File: src/rtl/priority_arbiter.sv
// priority_arbiter: single-owner arbiter over WIDTH request channels.
// Fixed-priority (lowest index wins) or round-robin selection, with an
// optional hold limit that revokes a grant after MAX_HOLD cycles.
// The owner-done input is named release_grant because "release" is a
// reserved word in SystemVerilog.
//
// state | meaning
// ------+---------------------------------------------------------------
// IDLE  | no owner; grants=0; arbitrates when enable=1 and eligible != 0
// HOLD  | one channel owns the grant; ends on release, request drop, or
//       | hold-limit expiry; always returns through IDLE (dead cycle)
module priority_arbiter #(
  parameter int WIDTH    = 8,
  parameter int IDX_W    = 3,
  parameter int MAX_HOLD = 255,
  parameter int CNT_W    = 8
) (
  input  logic             clk,
  input  logic             rst,
  input  logic             enable,
  input  logic             mode_rr,
  input  logic [WIDTH-1:0] mask,
  input  logic [WIDTH-1:0] requests,
  input  logic             release_grant,
  output logic [WIDTH-1:0] grants,
  output logic [IDX_W-1:0] grant_idx,
  output logic             granted,
  output logic             timeout
);

  typedef enum logic {IDLE, HOLD} state_t;

  localparam bit             HOLD_LIMITED = (MAX_HOLD != 0);
  localparam logic [CNT_W-1:0] HOLD_LAST  = CNT_W'(MAX_HOLD - 1);
  localparam logic [CNT_W-1:0] CNT_MAX    = {CNT_W{1'b1}};
  localparam logic [IDX_W-1:0] PTR_RESET  = IDX_W'(WIDTH - 1);

  state_t           state_q, state_d;
  logic [WIDTH-1:0] grants_d;
  logic [IDX_W-1:0] idx_d;
  logic [IDX_W-1:0] ptr_q, ptr_d;
  logic [CNT_W-1:0] cnt_q, cnt_d;
  logic             timeout_d;

  logic [WIDTH-1:0] eligible;
  logic [IDX_W-1:0] fix_idx, rr_idx, win_idx;
  logic             expire;

  assign eligible = requests & ~mask;
  assign granted  = |(grants & requests);
  assign win_idx  = mode_rr ? rr_idx : fix_idx;
  assign expire   = HOLD_LIMITED && (cnt_q == HOLD_LAST);

  // Fixed priority: scan downward so the lowest eligible index is kept last.
  always_comb begin
    fix_idx = '0;
    for (int i = WIDTH - 1; i >= 0; i--) begin
      if (eligible[i]) fix_idx = IDX_W'(i);
    end
  end

  // Round-robin: offsets WIDTH..1 above the pointer, smallest offset kept,
  // so the pointer's own channel (offset WIDTH) is the last resort.
  always_comb begin
    rr_idx = '0;
    for (int i = WIDTH; i >= 1; i--) begin
      int c;
      c = int'(ptr_q) + i;
      if (c >= WIDTH) c = c - WIDTH;
      if (eligible[c]) rr_idx = IDX_W'(c);
    end
  end

  // Next-state and registered-output values.
  always_comb begin
    state_d   = state_q;
    grants_d  = grants;
    idx_d     = grant_idx;
    ptr_d     = ptr_q;
    cnt_d     = cnt_q;
    timeout_d = 1'b0;
    case (state_q)
      IDLE: begin
        if (enable && (eligible != '0)) begin
          state_d           = HOLD;
          grants_d          = '0;
          grants_d[win_idx] = 1'b1;
          idx_d             = win_idx;
          ptr_d             = win_idx;
          cnt_d             = '0;
        end
      end
      HOLD: begin
        if (cnt_q != CNT_MAX) cnt_d = cnt_q + 1'b1;
        if (release_grant || !granted || expire) begin
          state_d   = IDLE;
          grants_d  = '0;
          idx_d     = '0;
          cnt_d     = '0;
          // Revocation is only reported when the limit alone ended the grant.
          timeout_d = expire && !release_grant && granted;
        end
      end
      default: begin
        state_d  = IDLE;
        grants_d = '0;
        idx_d    = '0;
        cnt_d    = '0;
      end
    endcase
  end

  // State and output registers; reset overrides every other input.
  always_ff @(posedge clk) begin
    if (rst) begin
      state_q   <= IDLE;
      grants    <= '0;
      grant_idx <= '0;
      ptr_q     <= PTR_RESET;
      cnt_q     <= '0;
      timeout   <= 1'b0;
    end else begin
      state_q   <= state_d;
      grants    <= grants_d;
      grant_idx <= idx_d;
      ptr_q     <= ptr_d;
      cnt_q     <= cnt_d;
      timeout   <= timeout_d;
    end
  end

endmodule

File: config.mk
export PLATFORM = sky130hd
export DESIGN_NAME = priority_arbiter
export DESIGN_NICKNAME = d
export VERILOG_FILES = /design/src/rtl/priority_arbiter.sv
export SDC_FILE = /design/constraint.sdc
export NUM_CORES = 1
export LEC_CHECK = 0
export ABC_AREA = 1
export CORE_ASPECT_RATIO = 2
export CORE_MARGIN = 2
export CORE_UTILIZATION = 42
export DETAILED_ROUTE_END_ITERATION = 12
export HOLD_SLACK_MARGIN = 0.06
export PLACE_DENSITY = 0.74
export SLEW_MARGIN = 25
export SYNTH_ARGS = -nofsm -noshare
export SYNTH_HDL_FRONTEND = slang
export SYNTH_SLANG_ARGS = --single-unit
File: constraint.sdc
create_clock -name clk -period 2.9 [get_ports clk]
set_input_delay 0.58 -clock clk [delete_from_list [all_inputs] [get_ports clk]]
set_output_delay 0.58 -clock clk [all_outputs]
set_load 0.01 [all_outputs]
==> results of run 1 <==
-- worst max-delay path, delay by kind of cell --
kind                   cells  cell delay, ns
AO/OA/AOI/OAI              1            0.25
buffers and inverters      2            0.98
AND/OR/NAND/NOR            3            0.32
-- cell usage after synthesis --
cell type,n,area share
a221oi_1,3,0.014
or2_1,1,0.0033
nor2_1,15,0.029
o21ai_1,3,0.0079
inv_1,40,0.079
ha_1,4,0.026
nand3_2,6,0.031
nor3_4,1,0.0085
a21oi_1,17,0.045
a32oi_1,2,0.0092
nand2_1,100,0.20
nand2_2,8,0.026
o21ai_2,1,0.0046
and2_4,1,0.0046
nor3_1,4,0.010
nor2_2,5,0.016
a21oi_2,1,0.0046
xor2_1,1,0.0046
a31oi_1,1,0.0033
a21oi_4,1,0.0085
nand4_1,1,0.0033
buf_6,2,0.012
buf_4,2,0.0079
dfxtp_1,24,0.25
xnor2_2,1,0.0085
inv_2,9,0.018
nand3_1,47,0.12
xor2_2,1,0.0085
xnor2_1,1,0.0046
o21ai_0,9,0.024
and3_1,1,0.0033
o211ai_1,1,0.0039
-- layer usage --
layer	vias to the layer above	global-route usage	routed length (um)
li1	1086	-	-
met1	936	0.214	1920
met2	47	0.455	3040
met3	19	0.0195	137
met4	0	0.126	241
met5	-	0	0
-- worst min path at each step --
stage	end	slack, ns	depth (start not counted)
after floorplan	cnt_q[2]	0.44	1
after global placement	grant_idx[0]	0.44	2
after detailed placement	grant_idx[0]	0.45	2
after CTS	grant_idx[0]	0.46	2
after global routing	grant_idx[0]	0.49	2
final	grant_idx[0]	0.46	2
-- power by group through the flow --
| stage | logic [mW] | clock network [mW] | registers (mW) |
|---|---|---|---|
| global route | 0.764 | 0.206 | 0.381 |
| global placement | 0.658 | 0 | 0.385 |
| floorplan | 0.483 | 0 | 0.384 |
| finish | 0.669 | 0.194 | 0.378 |
| detailed placement | 0.668 | 0 | 0.385 |
| CTS | 0.670 | 0.200 | 0.377 |
-- area by class of cell --
| cell class | instances | area [um^2] | share of cell area |
|---|---|---|---|
| Timing Repair Buffer | 37 | 360 | 0.154 |
| Clock buffer | 3 | 41.3 | 0.0176 |
| Multi-Input combinational cell | 237 | 1210 | 0.516 |
| Inverter | 49 | 184 | 0.0785 |
| Tap cell | 54 | 67.6 | 0.0288 |
| Sequential cell | 24 | 480 | 0.205 |
-- per-stage QoR --
| stage | cell area (um^2) | std cells | hold WS, ns |
|---|---|---|---|
| global placement | 2300 | 401 | 0.443 |
| floorplan | 1910 | 314 | 0.443 |
| global route | 2340 | 404 | 0.488 |
| detailed placement | 2300 | 401 | 0.449 |
| finish | 2340 | 404 | 0.456 |
| CTS | 2340 | 404 | 0.463 |
-- flip-flops by register name, indices dropped and copies added (netlist names) --
name       count
cnt_q          8
grants         8
grant_idx      3
ptr_q          3
state_q        1
timeout        1
-- logic make-up (layout without fill, tap and decap cells) --
kind of cell	Yosys count	count (layout)	share of synthesized area
compound gates	39	39	0.124
xor+xnor	4	4	0.0262
simple gates	190	190	0.456
flops	24	24	0.251
buf+inv	53	89	0.116
fa+ha+maj	4	4	0.0262
-- cells in the final DEF, fill, tap and decap left out, types with 2 or more instances in the layout --
cell type / n
a21oi_1: 17
nand2_1: 100
nor2_1: 15
nand2_2: 8
inv_2: 9
clkdlybuf4s50_1: 33
o21ai_1: 3
nor2_2: 5
o21ai_0: 9
a32oi_1: 2
nand3_2: 6
nand3_1: 47
a221oi_1: 3
nor3_1: 4
buf_4: 4
ha_1: 4
dfxtp_1: 24
inv_1: 40
clkbuf_8: 3
==> results.toml, run 1 <==
[status]
status = "finished, final reports clean"

[finish]
drive_gt1_frac = 0.120
fillers = 465
finish.utilization = 0.535
syn2layout_area_growth_pct = 22.6
fin_nets = 377
diodes = 0

[routing]
wl_per_cell_um = 13.2
drt-total-wl_um = 5340
viasPerCell = 5.17
drc_errors = 0
antenna_left = 0
firstDrtPassIters = 5
drt_iter0_drc = 68
vias = 2088

[sta]
fin_crit_ns = 2.71
slew_headroom = 0.703
fin_crit_sh = 0.936
setup_ws_ns = 0.186
setup-violations-final = 0
grt_setup_unrepaired = "false"
slew_viol_final = 0
hold_viol = 0
fmax_ghz = 0.368
worst_pin_slew_ns = 0.445
tns_ns = 0
skew_ns = 0.00122

[setup_path]
start_kind = "input pin"
worst-path-max-fanout = 4
cp-endpoint = "granted"
r2r_slack_ns = 0.49
cp_slowest_stage_delay_ns = 0.52
critPathLaunch = "requests[6]"
slowest_stage = "clkdlybuf4s50_1"
r2r_cells = 18
worstReg2RegEnd = "grants[5]"
crit_required_ns = 2.32
cp_cell_sequence = "clkdlybuf4s50_1 > nand2_1 > nand2_1 > a221oi_1 > nand2_1 > clkdlybuf4s50_1"
cp_data_arrival_time_ns = 2.13
timing.rr.start = "ptr_q[0]"
path_class = "in -> out"
endpoint_kind = "primary output"
crit_path_frequent_cell = "nand2_1"

[placed_design]
place_hpwl_um = 4450
finalWeightedCongestion = 0.917
numPortBuffers = 33
dpl_worst_slack_ns = 0.164

[synth]
ys_seq_area_frac = 0.251
yosys.cell_types.count = 32
yosys_warnings = 0
postSynthCellCount = 314
syn_area_um2 = 1910
avgSynthCellArea_um2 = 6.08
synth-seq-cells = 24
synth_nets = 339

[clock_tree]
htree_num_levels = 1
post_cts_buffers = 0
cts_tree = "done"
cts_root_buf = "clkbuf_8"
path_clk_slew_ns = 0.08
cts_sinks = 24
clockBufferDepth = 2
cts_buffers = 3
hold_buffers = 0
cts_resized = 0
clk_latency_ns = 0.27

[pwr]
power.total_mw = 1.24
power_density_nw_per_um2 = 530
power.internal_mw = 0.698
power_frac_clock = 0.157
power.leakage_nw = 1.15
power_frac_seq = 0.304
pwr-share-comb = 0.539
peakVddDrop_mv = 0.413
power.share.switching = 0.438
power.switching_mw = 0.543

[die]
rows = 34
die_h_um = 99.4
die-area_um2 = 5140
start_util = 0.436
core_um2 = 4380
die_width_um = 51.7
io_pins = 34

[grt]
grt_pass1_vias = 2174
grt_pass1_wl_um = 9100
antenna_found_initial = 0
grt_max_degree = 16
grt_usage = 0.230
overflow = 0

[job]
drv_cap = 0

[min_path]
worstHoldStart = "grant_idx[0]"
worst_hold_path_type = "reg -> reg"
Power figures use the tool's default switching activity.
==> run 2, diff against run 1 <==
SLEW_MARGIN = not set   (was 25)
clock period = 2.6 ns   (was 2.9 ns; I/O delays follow)
==> run 2 against run 1 <==
Count of clock-buffer cells in the layout is 1 higher. Die area is the same. Power up 16%. Non-clock buffer count grew 7. Sequential power increased by 11%.
==> results.toml, run 2 (synthesis gave the netlist of run 1 again) <==
[sta]
setup-violations-final = 0
setup_ws_ns = 0.270
slew_headroom = 0.743
skew_ns = 0.00453
fmax_ghz = 0.429
worst_pin_slew_ns = 0.384
hold_viol = 0
fin_crit_ns = 2.33
slew_viol_final = 0
fin_crit_sh = 0.896
grt_setup_unrepaired = "false"

[finish]
stdcell_count = 412
drive_gt1_frac = 0.140
largest_registers = "cnt_q x8, grants x8"
syn2layout_area_growth_pct = 26.2
fillers = 439
layout_commonest_cell = "nand2_1"
final_cell_mix = "100 x nand2_1, 47 x nand3_1, 40 x inv_1"
fin_nets = 384
diodes = 0

[setup_path]
path_class = "in -> reg"
cp_top_family = "buffers and inverters"
cp_cell_sequence = "clkdlybuf4s50_1 > buf_4 > inv_1 > o21ai_1 > nor2_1 > nand2_1 > nand2_1 > nor2_1 > inv_2 > o21ai_2 > or2_1 > inv_2 > o21ai_0 > a21oi_1"
slowest_stage = "clkdlybuf4s50_1"
start_kind = "input pin"
worst-path-max-fanout = 15
crit_required_ns = 2.81
endpoint_kind = "register"
critPathBufInv = 5
cp_slowest_stage_delay_ns = 0.42
cp_data_arrival_time_ns = 2.54

[clock_tree]
hold_buffers = 0
clk_latency_ns = 0.27
cts_root_buf = "clkbuf_8"
cts_tree = "done"
htree_num_levels = 1
path_clk_slew_ns = 0.08
clockBufferDepth = 2
post_cts_buffers = 0
cts_buffers = 3
cts_sinks = 24

[routing]
vias = 2092
drt-total-wl_um = 5270
antenna_left = 0
firstDrtPassIters = 4
viasPerCell = 5.08
drt_iter0_drc = 49
wl_per_cell_um = 12.8
drc_errors = 0

[grt]
grt_pass1_wl_um = 8740
grt_max_degree = 16
grt_usage = 0.222
antenna_found_initial = 0
grt_pass1_vias = 2037
overflow = 0

[status]
status = "finished, final reports clean"

[pwr]
power_density_nw_per_um2 = 597
peakVddDrop_mv = 0.488
power.leakage_nw = 1.21

[die]
rows = 34
start_util = 0.436
core_um2 = 4380
die-area_um2 = 5140
die_width_um = 51.7
io_pins = 34
die_h_um = 99.4

[placed_design]
place_hpwl_um = 4380
numPortBuffers = 33
place_inst = 408
dpl_worst_slack_ns = -0.000171
finalWeightedCongestion = 0.922

[job]
drv_cap = 0

[min_path]
worst_hold_path_type = "reg -> reg"
[run 2: changes by cell type in the layout (fill, tap and decap cells not counted)]
cell / before / now
clkbuf_8: 3 / 4
dlymetal6s2s_1: 0 / 1
clkdlybuf4s50_1: 33 / 32
buf_4: 4 / 11
[run 2: path summary, 6_finish.rpt]
path	slack [ns]	cells past startpoint	to	start
max	0.27	14	cnt_q[2]	requests[7]
min	0.46	2	grant_idx[0]	grant_idx[0]
max reg2reg	0.35	19	grants[7]	ptr_q[0]
min reg2reg	0.46	2	grant_idx[0]	grant_idx[0]
[run 2: worst min-delay path: cells and delay by family, from the launching register on]
kind / cells / cell delay (ns)
AND/OR/NAND/NOR: 2 / 0.11
flip-flops: 1 / 0.32
[run 2: report_power, final]
| group | internal, mW | leakage [nW] | total [mW] | switching, mW |
|---|---|---|---|---|
| Sequential | 0.395 | 0.195 | 0.421 | 0.0256 |
| Combinational | 0.294 | 0.986 | 0.761 | 0.467 |
| Clock | 0.136 | 0.0288 | 0.259 | 0.123 |
[run 2: stage by stage]
| stage | utilization | power [mW] | area, um^2 | hold WS [ns] | setup TNS (ns) |
|---|---|---|---|---|---|
| 3_3_place_gp | 0.537 | 1.18 | 2350 | 0.448 | -0.000695 |
| 5_1_grt | 0.550 | 1.56 | 2410 | 0.496 | 0 |
| 3_5_place_dp | 0.537 | 1.19 | 2350 | 0.449 | -0.000171 |
| 2_1_floorplan | - | 0.967 | 1910 | 0.443 | 0 |
| 4_1_cts | 0.550 | 1.44 | 2410 | 0.463 | 0 |
| 6_report | 0.550 | 1.44 | 2410 | 0.459 | 0 |
[run 2: routing by layer]
metal	GRT usage	wire length (um)
met2	0.427	2960
met5	0	0
met1	0.214	1950
met4	0.134	255
met3	0.0195	104
[run 2: repair_timing]
action | in CTS | in global routing
endpoints found under the hold margin | 0 | 0
endpoints found under the setup margin | 0 | 1
gates resized for setup | 0 | 1
[run 2: final cells by class]
cell class	instances	area (um^2)	area share
flip-flops and latches	24	480	0.199
repair buffers	44	415	0.172
inverters	49	184	0.0763
clock buffers	4	55.1	0.0228
well taps	54	67.6	0.0280
multi-input cells	237	1210	0.501
==> patch (config.mk and constraints of run 1) <==
Register the input `mode_rr` before use, cleared by the reset. The logic sees it one clock later. The other inputs are not delayed to match.
--- a/src/rtl/priority_arbiter.sv
+++ b/src/rtl/priority_arbiter.sv
@@ -37,2 +37,12 @@
 
+  logic mode_rr_q;
+
+  always_ff @(posedge clk) begin
+    if (rst) begin
+      mode_rr_q <= '0;
+    end else begin
+      mode_rr_q <= mode_rr;
+    end
+  end
+
   state_t           state_q, state_d;
@@ -50,3 +60,3 @@
   assign granted  = |(grants & requests);
-  assign win_idx  = mode_rr ? rr_idx : fix_idx;
+  assign win_idx  = mode_rr_q ? rr_idx : fix_idx;
   assign expire   = HOLD_LIMITED && (cnt_q == HOLD_LAST);
Formal check against the unedited RTL: not equivalent (Yosys sat finds a counterexample within 4 cycles, from zero or initial values and one cycle with rst high).
==> patch against run 1 <==
Worst setup slack improved by 0.0018 ns. Register-to-register slack got worse by 0.11 ns. Final area grew 0.37%. Fmax hardly changed. Total power fell by 12%. Wire length down 0.32%. Critical path depth did not move. Via count down 0.86%. Area after synthesis is 1.0% higher. Sequential cell count rose by 1. Sequential share of layout area up 0.78 points. Global-route usage fell by 0.58 points. Critical path type unchanged. Highest routed layer unchanged.
==> patch: results (changes against run 1) <==
[routing] Total Routed Length 5.32 mm [-0.32%]
[final_layout] post-layout instance count excluding filler cells 391 [-3.2%]
[run_status] result of the run complete, no violations
[logic_synthesis] Post-Synthesis Net Count 326 [-3.8%]
[global_route] met1 track demand over resource in global routing 0.192 [-0.0225]
[critical_path] critical register-to-register path endpoint grants[3]
[critical_path] minimum setup slack among reg-to-reg paths 0.38 ns [-0.11 ns]
[logic_synthesis] sequential cell area fraction in the yosys report 0.259 [+0.00776]
[global_route] global-route wire length before repair 8.72 mm [-4.2%]
[routing] first-pass iteration count of the detailed router 4 [-1]
[placed_design] Final GP Congestion 0.879 [-4.2%]
[final_layout] share of layout cells above drive strength 1 0.122 [+0.00166]
[routing] Initial DRC Count 65 [-4.4%]
[placed_design] area of placed instances 2310 um2 [+0.22%]
[pwr] highest ir drop seen on vdd 0.486 mV [+18%]
[final_layout] nets 363 [-3.7%]
[critical_path] count of cells along the worst register-to-register path 17 [-1]
[placed_design] final HPWL from detailed placement 4.42 mm [-0.79%]
[pwr] static leakage 1.10 nW [-4.9%]
[logic_synthesis] top cell types by occurrence after synthesis 83 x sky130_fd_sc_hd__nand2_1, 45 x sky130_fd_sc_hd__nand3_1, 39 x sky130_fd_sc_hd__inv_1
[critical_path] Worst setup startpoint requests[7]
[global_route] met2 global-route usage 0.434 [-0.0204]
[global_route] global-route met3 utilization 0.0208 [+0.00131]
[global_route] maximum number of pins on one net before global-route repair 14 [-2]
[logic_synthesis] synthesized instance count 301 [-4.1%]
[patch: stage by stage]
stage / setup WS (ns) / hold slack (ns)
after floorplan: 0.785 / 0.444
after global placement: 0.211 / 0.445
after detailed placement: 0.212 / 0.447
after CTS: 0.203 / 0.460
after global routing: 0.106 / 0.501
final: 0.188 / 0.453
[patch: logic make-up after synthesis]
group / count (synthesis) / synth area share
AND/OR/NAND/NOR: 172 / 0.424
buffers and inverters: 52 / 0.117
AO/OA/AOI/OAI: 45 / 0.147
flip-flops: 25 / 0.259
adder cells (fa/ha/maj): 4 / 0.0259
XOR/XNOR: 3 / 0.0272
[patch: worst reg2reg max path, cell delays in order, from the launching register on]
cell                       delay, ns
sky130_fd_sc_hd__dfxtp_1        0.34
sky130_fd_sc_hd__inv_2          0.10
sky130_fd_sc_hd__ha_1           0.43
sky130_fd_sc_hd__inv_1          0.26
sky130_fd_sc_hd__nand3_1        0.18
sky130_fd_sc_hd__nand3_1        0.16
sky130_fd_sc_hd__nand2_2        0.10
sky130_fd_sc_hd__nor2_1         0.11
sky130_fd_sc_hd__nand2_1        0.05
sky130_fd_sc_hd__nand2_1        0.06
sky130_fd_sc_hd__nand2_1        0.04
sky130_fd_sc_hd__nand2_1        0.05
sky130_fd_sc_hd__nand2_1        0.04
sky130_fd_sc_hd__nand2_1        0.05
sky130_fd_sc_hd__nand2_1        0.06
sky130_fd_sc_hd__nand2_2        0.09
sky130_fd_sc_hd__nand3_1        0.16
sky130_fd_sc_hd__o21bai_1       0.18
[patch: per-layer routing]
layer / vias to the layer above / share of wire
li1: 1065 / -
met1: 925 / 0.34
met2: 58 / 0.57
met3: 22 / 0.030
met4: 0 / 0.059
met5: - / 0
[patch: power breakdown]
| group | total (W) | internal, W | switching, W | leakage, nW |
|---|---|---|---|---|
| logic | 0.000509 | 0.000192 | 0.000317 | 0.870 |
| clock network | 0.000204 | 0.0000983 | 0.000106 | 0.0228 |
| registers | 0.000377 | 0.000360 | 0.0000168 | 0.204 |
[patch: layout make-up]
class | count | area [um2] | area share
Tap cell | 54 | 67.6 | 0.0287
Timing Repair Buffer | 36 | 353 | 0.150
Clock buffer | 4 | 45.0 | 0.0192
Inverter | 48 | 180 | 0.0766
Sequential cell | 25 | 500 | 0.213
Multi-Input combinational cell | 224 | 1200 | 0.513
[patch: how the worst min path moves through the flow]
stage | cells after the start | start | slack, ns | to
finish | 2 | grant_idx[0] | 0.45 | grant_idx[0]
global route | 2 | grant_idx[2] | 0.50 | grant_idx[2]
CTS | 2 | grant_idx[0] | 0.46 | grant_idx[0]
detailed placement | 2 | grant_idx[0] | 0.45 | grant_idx[0]
global placement | 2 | grant_idx[0] | 0.45 | grant_idx[0]
floorplan | 1 | cnt_q[2] | 0.44 | cnt_q[2]
